==> config.mk <==
export PLATFORM = sky130hd
export DESIGN_NAME = add_pipe
export DESIGN_NICKNAME = d
export VERILOG_FILES = /design/src/rtl/add_pipe.sv
export SDC_FILE = /design/constraint.sdc
export NUM_CORES = 1
export LEC_CHECK = 0
export CAP_MARGIN = 25
export CORE_MARGIN = 2
export CORE_UTILIZATION = 49
export CTS_BUF_LIST = sky130_fd_sc_hd__clkbuf_8
export CTS_CLUSTER_DIAMETER = 100
export CTS_CLUSTER_SIZE = 25
export DETAILED_ROUTE_END_ITERATION = 12
export PLACE_DENSITY = 0.79
export SETUP_SLACK_MARGIN = 0.5
export SYNTH_ARGS = -nofsm -noshare
export SYNTH_HDL_FRONTEND = slang
export SYNTH_SLANG_ARGS = --single-unit
==> constraint.sdc <==
create_clock -name clk -period 2.24 [get_ports clk]
set_clock_uncertainty 0.2 [all_clocks]
set_input_delay 0.224 -clock clk [delete_from_list [all_inputs] [get_ports clk]]
set_output_delay 0.224 -clock clk [all_outputs]
set_load 0.01 [all_outputs]
==> src/rtl/add_pipe.sv <==
// add_pipe: pipelined add/sub/accumulate datapath with valid/ready handshakes on both sides.
// Ports: clk, rst_n (async active-low); in_valid/in_ready with a, b (WIDTH) and mode
// (00 add, 01 sub, 10 accumulate, 11 clear); out_valid/out_ready with sum (WIDTH+1);
// ovf (sticky accumulator overflow); count (accepted transactions, 8-bit wrapping).
// Optional macro ADD_PIPE_SAT_EN: accumulate saturates at all-ones instead of wrapping.
module add_pipe #(
  parameter int WIDTH  = 4,
  parameter int STAGES = 2
) (
  input  logic             clk,
  input  logic             rst_n,
  input  logic             in_valid,
  output logic             in_ready,
  input  logic [WIDTH-1:0] a,
  input  logic [WIDTH-1:0] b,
  input  logic [1:0]       mode,
  output logic             out_valid,
  input  logic             out_ready,
  output logic [WIDTH:0]   sum,
  output logic             ovf,
  output logic [7:0]       count
);
  localparam int RW  = WIDTH + 1;
  localparam int RW1 = WIDTH + 2;
  logic [RW-1:0]     data_q [STAGES];
  logic [RW-1:0]     data_d [STAGES];
  logic [STAGES-1:0] vld_q, vld_d;
  logic [RW-1:0]     acc_q, acc_d, acc_nx, res;
  logic [RW1-1:0]    acc_full;
  logic              ovf_q, ovf_d, en, acc_ld;
  logic [7:0]        count_q, count_d;
  always_comb begin
    en       = !vld_q[STAGES-1] || out_ready;
    acc_ld   = in_valid && en;
    // One extra bit above RW exposes the true carry for the overflow flag.
    acc_full = RW1'(acc_q) + RW1'(a) + RW1'(b);
`ifdef ADD_PIPE_SAT_EN
    acc_nx   = acc_full[RW] ? '1 : acc_full[RW-1:0];
`else
    acc_nx   = acc_full[RW-1:0];
`endif
    res      = mode == 2'b00 ? RW'(a) + RW'(b) :
               mode == 2'b01 ? RW'(a) - RW'(b) :
               mode == 2'b10 ? acc_nx : '0;
    acc_d    = acc_ld && mode == 2'b10 ? acc_nx :
               acc_ld && mode == 2'b11 ? '0 : acc_q;
    ovf_d    = acc_ld && mode == 2'b10 ? ovf_q | acc_full[RW] :
               acc_ld && mode == 2'b11 ? 1'b0 : ovf_q;
    count_d  = count_q + 8'(acc_ld);
    for (int i = 0; i < STAGES; i++) begin
      data_d[i] = data_q[i];
      vld_d[i]  = vld_q[i];
    end
    // The whole pipeline advances together; a stall freezes every stage.
    if (en) begin
      data_d[0] = acc_ld ? res : data_q[0];
      vld_d[0]  = in_valid;
      for (int i = 1; i < STAGES; i++) begin
        data_d[i] = data_q[i-1];
        vld_d[i]  = vld_q[i-1];
      end
    end
  end
  always_ff @(posedge clk or negedge rst_n) begin
    if (!rst_n) begin
      for (int i = 0; i < STAGES; i++) data_q[i] <= '0;
      vld_q   <= '0;
      acc_q   <= '0;
      ovf_q   <= 1'b0;
      count_q <= '0;
    end else begin
      for (int i = 0; i < STAGES; i++) data_q[i] <= data_d[i];
      vld_q   <= vld_d;
      acc_q   <= acc_d;
      ovf_q   <= ovf_d;
      count_q <= count_d;
    end
  end
  assign in_ready  = en;
  assign out_valid = vld_q[STAGES-1];
  assign sum       = data_q[STAGES-1];
  assign ovf       = ovf_q;
  assign count     = count_q;
endmodule

Yosys cells after proc, flatten, opt, wreduce, memory -nomap -nowiden
Cells that the tools add are included.

Bits in read-only memories: 0. Input bits: 14. Bits in writable memories: 0. Memories: 0. Bits in registers: 26. Logic and storage cells: 30. Bits in latches: 0. Output and inout port bits: 16.

Shift-type cells: 0. Multiplexer cells: 7. Reductions and logical operators: 8. Eq/ne operators: 3. Bitwise logic cells: 1. $lt $le $gt $ge: 0. Multiply operators: 0. Divide/modulo/power cells: 0. $add $sub $neg: 5.

Operators by type and width (number): 5-bit 2-to-1 mux (5); 8-bit by 1-bit adder with 8-bit output (1); 5-bit by 4-bit adder with 6-bit output (1); 6-bit by 4-bit adder with 6-bit output (1); 4-bit by 4-bit adder with 5-bit output (1); 4-bit by 4-bit subtractor with 5-bit output (1); 2-bit equality test (second input constant) (2); 1-bit logical AND (3); 2-bit by 1-bit equality test with 1-bit output (second input constant) (1); 2-bit logical NOT (1); 1-bit 2-to-1 mux (2); 2-bit AND reduction (1); 2-bit nonzero test (1); 1-bit logical NOT (1); 1-bit logical OR (1); 1-bit bitwise OR (1).

Depth between registers and ports, before layout
Gate-level depths: netlist of run 1.

Depth in word-level cells: 6. Gate-level depth with buffers: 10. Depth with buffers taken out: 10.

Worst setup path before layout of run 1
OpenSTA, ideal clock, no wires.

Kind: reg2reg. Start: register acc_q[1]. End: register data_q[8] in the netlist's numbering. Buffers on the path: 0. Period minus slack after synthesis: 2.225 ns. Required time: 1.958 ns. Library setup time: 0.082 ns. Cell stages (with the launch flop): 11. Setup slack: 0.015 ns. Data arrival time: 1.943 ns. Cells stage by stage: dfrtp_1 > inv_1 > fa_1 > inv_1 > ha_1 > inv_1 > fa_1 > nor2b_1 > nor3_1 > a21oi_1 > a31oi_1.

Cells in the longest elaborated chain, start to end: 5.

RTL lines: start: declaration (RTL line 28) `logic [RW-1:0] acc_q, acc_d, acc_nx, res;`; start signal: assignment (RTL line 68) `acc_q <= '0;`; start signal: assignment (RTL line 74) `acc_q <= acc_d;`; 5-bit by 4-bit adder with 6-bit output (RTL line 36) `acc_full = RW1'(acc_q) + RW1'(a) + RW1'(b);`; 6-bit by 4-bit adder with 6-bit output (RTL line 36); 5-bit 2-to-1 mux (RTL line 44) `mode == 2'b10 ? acc_nx : '0;`; 5-bit 2-to-1 mux (RTL line 43) `mode == 2'b01 ? RW'(a) - RW'(b) :`; 5-bit 2-to-1 mux (RTL line 42) `res = mode == 2'b00 ? RW'(a) + RW'(b) :`; end: declaration (RTL line 25) `logic [RW-1:0] data_q [STAGES];`.

No other way between the ends. A chain may end at the register's enable or synchronous reset.

Worst setup path in the final report of run 1
Ends and elaborated chain as after synthesis.

==> results of run 1 <==
[Yosys cell counts (3+ instances only)]
cell / instances
fa_1: 7
nand2_1: 27
o21ai_1: 3
nand3_1: 5
nor2_1: 6
nor2b_1: 7
dfrtp_1: 26
inv_1: 14
xnor2_1: 5
a21oi_1: 8
ha_1: 14
o21ai_0: 3
buf_4: 6
[cell families after synthesis]
group / after synthesis / share of synthesized area (%)
buf+inv: 25 / 7.197
flops: 26 / 39.82
fa+ha+maj: 21 / 19.30
compound gates: 25 / 9.648
xor+xnor: 7 / 3.752
mux: 4 / 2.603
simple gates: 58 / 17.69
[final timing paths]
path	start	end	cells past startpoint
min in group clk	count[7]	count[7]	1
worst max-delay path	acc_q[1]	data_q[8]	10
worst min register to register	count[7]	count[7]	1
worst min-delay path	rst_n	sum[1]	2
max in group asynchronous	rst_n	count[1]	2
worst max register to register	acc_q[1]	data_q[8]	10
[flip-flops by register name, indices dropped and copies added (netlist names)]
register and count:
vld_q 2, count 8, sum 5, ovf 1, data_q 5, acc_q 5
[worst reg2reg max path, delay by kind of cell, from the launching register on]
kind | cells | cell delay, ps
adders and majority gates | 3 | 960
AOI/OAI and AO/OA | 2 | 240
buffers and inverters | 3 | 190
and+or+nand+nor | 2 | 340
DFF | 1 | 410
[per-layer routing]
layer	vias up	wire, µm
li1	646	-
met3	20	253
met2	79	2274
met5	-	0
met4	0	202
met1	691	1688
[repair_timing]
item                                    in CTS  in global routing
setup buffers                                6                  5
pin swaps                                    5                 10
endpoints found under the setup margin      15                 17
gates cloned                                 0                  0
resized for setup                           24                 19
[stage by stage]
step | hold slack, ps | cells | utilization (%) | TNS [ps] | setup WS [ps]
2_1_floorplan | -271.6 | 166 | - | 0 | 51.01
3_3_place_gp | 243.3 | 243 | 66.41 | -2279 | -391.1
3_5_place_dp | 261.5 | 243 | 66.41 | -2554 | -474.6
4_1_cts | 142.7 | 253 | 71.37 | -169.1 | -57.71
5_1_grt | 154.5 | 258 | 74.92 | -973.4 | -269.8
6_report | 121.2 | 258 | 74.92 | -628.6 | -170.9
[final cells by class]
class / count / area, µm² / area share (%)
tap: 44 / 55.05 / 2.368
inverter: 16 / 65.06 / 2.799
clock buffer: 3 / 41.29 / 1.776
clock inverter: 1 / 30.03 / 1.292
timing repair buffer: 53 / 464.2 / 19.97
sequential: 26 / 650.6 / 27.99
multi-input combinational: 115 / 1018 / 43.81
[power groups by stage]
| stage | clock (W) | sequential, W | combinational [W] |
|---|---|---|---|
| after detailed placement | 0 | 0.000767 | 0.000850 |
| after global placement | 0 | 0.000755 | 0.000813 |
| after floorplan | 0 | 0.000774 | 0.000492 |
| after CTS | 0.000394 | 0.000767 | 0.000915 |
| final | 0.000399 | 0.000797 | 0.00108 |
| after global routing | 0.000425 | 0.000818 | 0.00116 |
==> metrics, run 1 <==
flop-to-flop setup slack -170 ps; Yosys warning count 0; Syn Inst Count between 150 and 200; Final Wtd Congestion roughly 0.87; Crit path arrival time 2420 ps; max frequency around 0.41 GHz; CP required approximately 2300 ps; GR Layer Usage met2 between 40% and 50%; PD cells ~980 nW/µm²; initial antenna violation count 0; detailed-router iteration count before antenna repair 4; Yosys top cell by area dfrtp_1; Crit Path Category flop to flop; switching share of power between 30% and 40%; hold buffers post-CTS 0; ys flop type dfrtp_1; Slew Limit Fails 0; global-route wire length before repair approximately 6800 µm; Hold Fails Final Rpt 0; area grow syn2layout 42.27%; Min-Delay Path Class input pin to async pin; row count 20; DR iter-0 viols a little under 80; Ports 30; critical path startpoint category flop; DRC violations left 0; CP bufs+invs 3; routed vias/inst about 5.6; Worst-Margin Slew between 400 and 500 ps; clock share of power 17.5%; Final HPWL DP between 2000 and 3000 µm; CTS tree yes; fin crit share 107.6%; H-Tree Depth 1; GRT busiest layer met2; most frequent cells in the layout nand2_1, dfrtp_1, buf_4; core area 3103 µm²; Reg clk slew, reported paths roughly 90 ps; crit-path leading delay family adder cells; worst rel slew slack 69.40%; Pint about 0.0014 W; chip height 61.75 µm; status complete, but fails checks; RSZ-0062 raised after global routing true; Post-synth EDFFs 0; switching power 0.0008336 W; Async SR Flop Fraction 100.0%; critical path peak fanout 2; CP endpoint kind flop; Yosys reg bits 26; Nets 250; combinational share of power 47.5%; Die X 61.75 µm; Routed WL 4418 µm; Seq/Total Area, Yosys about two fifths; Syn Area/Cell ~9.8 µm²; largest cells by area after synthesis dfrtp_1, ha_1, fa_1; fin crit period approximately 2400 ps; Leak Pwr roughly 1.1 nW; Root Buffer clkbuf_8; mapped cell area between 1500 and 2000 µm²; DIE AREA ~3800 µm²; Skew-Pair Late Insertion Delay approximately 280 ps; Port Buffer Count 29; clk buf depth 2; CTS sink count 26; routed via count ~1400; Post-DRT Antenna Nets 0; PnR worst setup slack -170.9 ps; met1 Use GR about 31%; fraction of layout cells with a size suffix above 1 between 20% and 30%; max_cap viols 0; antenna diode count 0; maximum number of pins on one net before global-route repair 27; Final Setup Violations 5; fin area roughly 2300 µm²; Tot GR Track Use 24.92%; syn nets ~200; Netlist cell types 39; critical path's slowest cell fa_1; wire per inst around 17 µm; CTS buffer count 3; Final Total Pwr ~0.0023 W; Post-DP Area around 2100 µm²; Congestion Overflow GR 0; IR drop worst, VDD 0.0006162 V; CP max stage delay 420 ps; # fillers 219; failing checks negative setup slack; most used cell, CP inv_2; CP Cell Sequence inv_2, fa_1, inv_2, ha_4, inv_2, fa_2, nor2b_4, nor3_4, a21oi_2, a31oi_1; met3 usage around 2.9%; proportion of power drawn by flip-flops and latches between 30% and 40%; initial core utilization 52.66%; number of global-route vias before repair about 1500; area fraction of the dominant cell type after synthesis roughly 40%
Power figures use the tool's default switching activity.
==> run 2: changes to the inputs <==
--- a/config.mk
+++ b/config.mk
@@ -8,3 +8,3 @@
 export CAP_MARGIN = 25
-export CORE_MARGIN = 2
+export CORE_MARGIN = 1
 export CORE_UTILIZATION = 49
--- a/constraint.sdc
+++ b/constraint.sdc
@@ -4,2 +4,2 @@
 set_output_delay 0.224 -clock clk [all_outputs]
-set_load 0.01 [all_outputs]
+set_load 0.02 [all_outputs]
==> run 2 against run 1 <==
  * The flow still finishes with violations (negative setup slack)
  * Fmax decreased by 0.75%
  * Combinational power about the same
  * Power increased by 0.16%
  * Critical path type unchanged
  * Core utilization increased by 0.44 points
  * Hold slack got worse by 5.4 ps
  * Largest power group unchanged
  * Die area decreased by 6.4%
  * Via count decreased by 4.9%
  * Sequential power decreased by 1%
==> metrics, run 2 (same netlist as run 1, synthesis figures left out) <==
FF-to-FF End acc_q[3]; row count 20 (unchanged); H-Tree Depth 1 (unchanged); proportion of power drawn by flip-flops and latches 34.6% (-0.4 points); Critical R2R Launch acc_q[1]; DIE AREA 3569 µm² (-6.4%); Post-DRT Antenna Nets 0 (unchanged); DRC violations left 0 (unchanged); reg2reg path depth 10 (unchanged); CTS buffer count 3 (unchanged); Final Wtd Congestion 0.8482 (-2.2%); wire per inst 15.41 µm (-10%); Hold Fails Final Rpt 0 (unchanged); Crit Path Category flop to flop; status complete, but fails checks; Port Buffer Count 29 (unchanged); clk buf depth 2 (unchanged); Pint 0.001423 W (-1.3%); Skew-Pair Late Insertion Delay 270 ps (about the same); CTS sink count 26 (unchanged); failing checks negative setup slack; routed via count 1366 (-4.9%); Nets 250 (unchanged); Ports 30 (unchanged); chip height 59.75 µm (-3.2%); PnR worst setup slack -189.1 ps (-18.14 ps); worst rel slew slack 73.63% (+4.2 points); RSZ-0062 raised after global routing true; switching power 0.0008557 W (+2.7%); initial antenna violation count 0 (unchanged); max_cap viols 0 (unchanged); fin crit period 2429 ps (+18.14 ps); critical path peak fanout 2 (unchanged); Post-DP Area 2057 µm² (-0.18%); routed vias/inst 5.295 (-4.9%); Die X 59.75 µm (-3.2%); flop-to-flop setup slack -190 ps (-20 ps); area grow syn2layout 43.11%; fin crit share 108.4% (+0.81 points); PD cells 974.5 nW/µm² (-0.43%); initial core utilization 52.66% (unchanged); Final Setup Violations 4 (-1); combinational share of power 48.2% (+0.7 points); DR iter-0 viols 47 (-41%); Routed WL 3977 µm (-10%); DP Cell Count 242 (-0.41%); CP endpoint kind flop; fin area 2338 µm² (+0.59%); Crit path arrival time 2400 ps (-20 ps); antenna diode count 0 (unchanged); Min-Delay Path Class input pin to async pin; hold buffers post-CTS 0 (unchanged); maximum number of pins on one net before global-route repair 27 (unchanged); most frequent cells in the layout nand2_1, dfrtp_1, buf_4; number of global-route vias before repair 1343 (-8.5%); max reg flops 8 (unchanged); max frequency 0.4117 GHz (-0.75%); switching share of power 37.55% (+0.91 points); Root Buffer clkbuf_8; Reg clk slew, reported paths 90 ps (about the same); CP required 2210 ps (-40 ps); core area 3103 µm² (unchanged); global-route wire length before repair 5996 µm (-12%); Layout Cells excl Fill 258 (unchanged); detailed-router iteration count before antenna repair 4 (unchanged); Tot GR Track Use 22.40% (-2.5 points); IR drop worst, VDD 0.0005098 V (-17%); Slew Limit Fails 0 (unchanged); Leak Pwr 1.166 nW (+6.1%); Congestion Overflow GR 0 (unchanged); Final HPWL DP 2593 µm (-9.6%); CTS tree yes; critical path startpoint category flop; clock share of power 17.2% (-0.3 points); Worst-Margin Slew 394.7 ps (-62.89 ps); fraction of layout cells with a size suffix above 1 28.50% (+0.93 points)
run 2: cell count changes in the layout (fill, tap and decap cells not counted), sizes merged:
cell	before	now
clkdlybuf4s50	20	15
clkbuf	4	3
buf	24	25
dlymetal6s2s	0	5
run 2: power groups by stage:
stage	clock network (W)	logic, W	registers [W]
after floorplan	0	0.000517	0.000825
after global placement	0	0.000888	0.000756
after detailed placement	0	0.000922	0.000767
after CTS	0.000396	0.000996	0.000763
after global routing	0.000414	0.00119	0.000807
final	0.000392	0.00110	0.000789
run 2: per-stage QoR:
| step | setup slack [ps] | hold WS [ps] | util [%] | TNS (ps) | power, W |
|---|---|---|---|---|---|
| CTS | -91.48 | 134.2 | 71.37 | -288.4 | 0.002155 |
| global route | -226.4 | 138.6 | 75.36 | -679.9 | 0.002414 |
| detailed placement | -497.6 | 254.7 | 66.29 | -2856 | 0.001689 |
| floorplan | 51.01 | -271.6 | - | 0 | 0.001342 |
| global placement | -394.3 | 246.5 | 66.29 | -2296 | 0.001645 |
| finish | -189.1 | 115.8 | 75.36 | -412.7 | 0.002279 |
run 2: final cells by class:
| type | instances | area [µm²] |
|---|---|---|
| fillers | 210 | 764.5 |
| flip-flops and latches | 26 | 651.9 |
| inverters | 16 | 65.06 |
| clock buffers | 3 | 41.29 |
| multi-input cells | 115 | 1020 |
| clock inverters | 1 | 30.03 |
| well taps | 44 | 55.05 |
| repair buffers | 53 | 475.5 |
run 2: worst max path at each step:
| stage | start | end | slack, ps |
|---|---|---|---|
| after global placement | a[1] | acc_q[3] | -390 |
| after CTS | acc_q[1] | data_q[8] | -90 |
| after detailed placement | a[1] | data_q[8] | -500 |
| after floorplan | acc_q[1] | acc_q[3] | 50 |
| after global routing | acc_q[1] | acc_q[3] | -230 |
| final | acc_q[1] | acc_q[3] | -190 |
run 2: per-layer routing:
layer / share of wire, % / vias to the layer above / wire, µm / global-route usage (%)
met1: 45 / 670 / 1777 / 28.83
met4: 1.8 / 0 / 72 / 8.638
met5: 0 / - / 0 / 0
li1: - / 646 / - / -
met3: 3.2 / 10 / 128 / 3.896
met2: 50 / 40 / 1998 / 37.46
run 2: worst max-delay path, cell delays in order (launching register included):
cell and delay, ps:
dfrtp_1 410, inv_2 60, fa_2 440, inv_2 90, ha_4 140, inv_2 40, fa_2 360, nor2b_4 130
nor3_2 50, buf_4 130, mux2_4 260
run 2: timing repair:
item / in CTS / in global routing
endpoints found under the setup margin: 14 / 16
pin swaps: 7 / 13
setup buffers: 5 / 7
gates resized for setup: 28 / 17
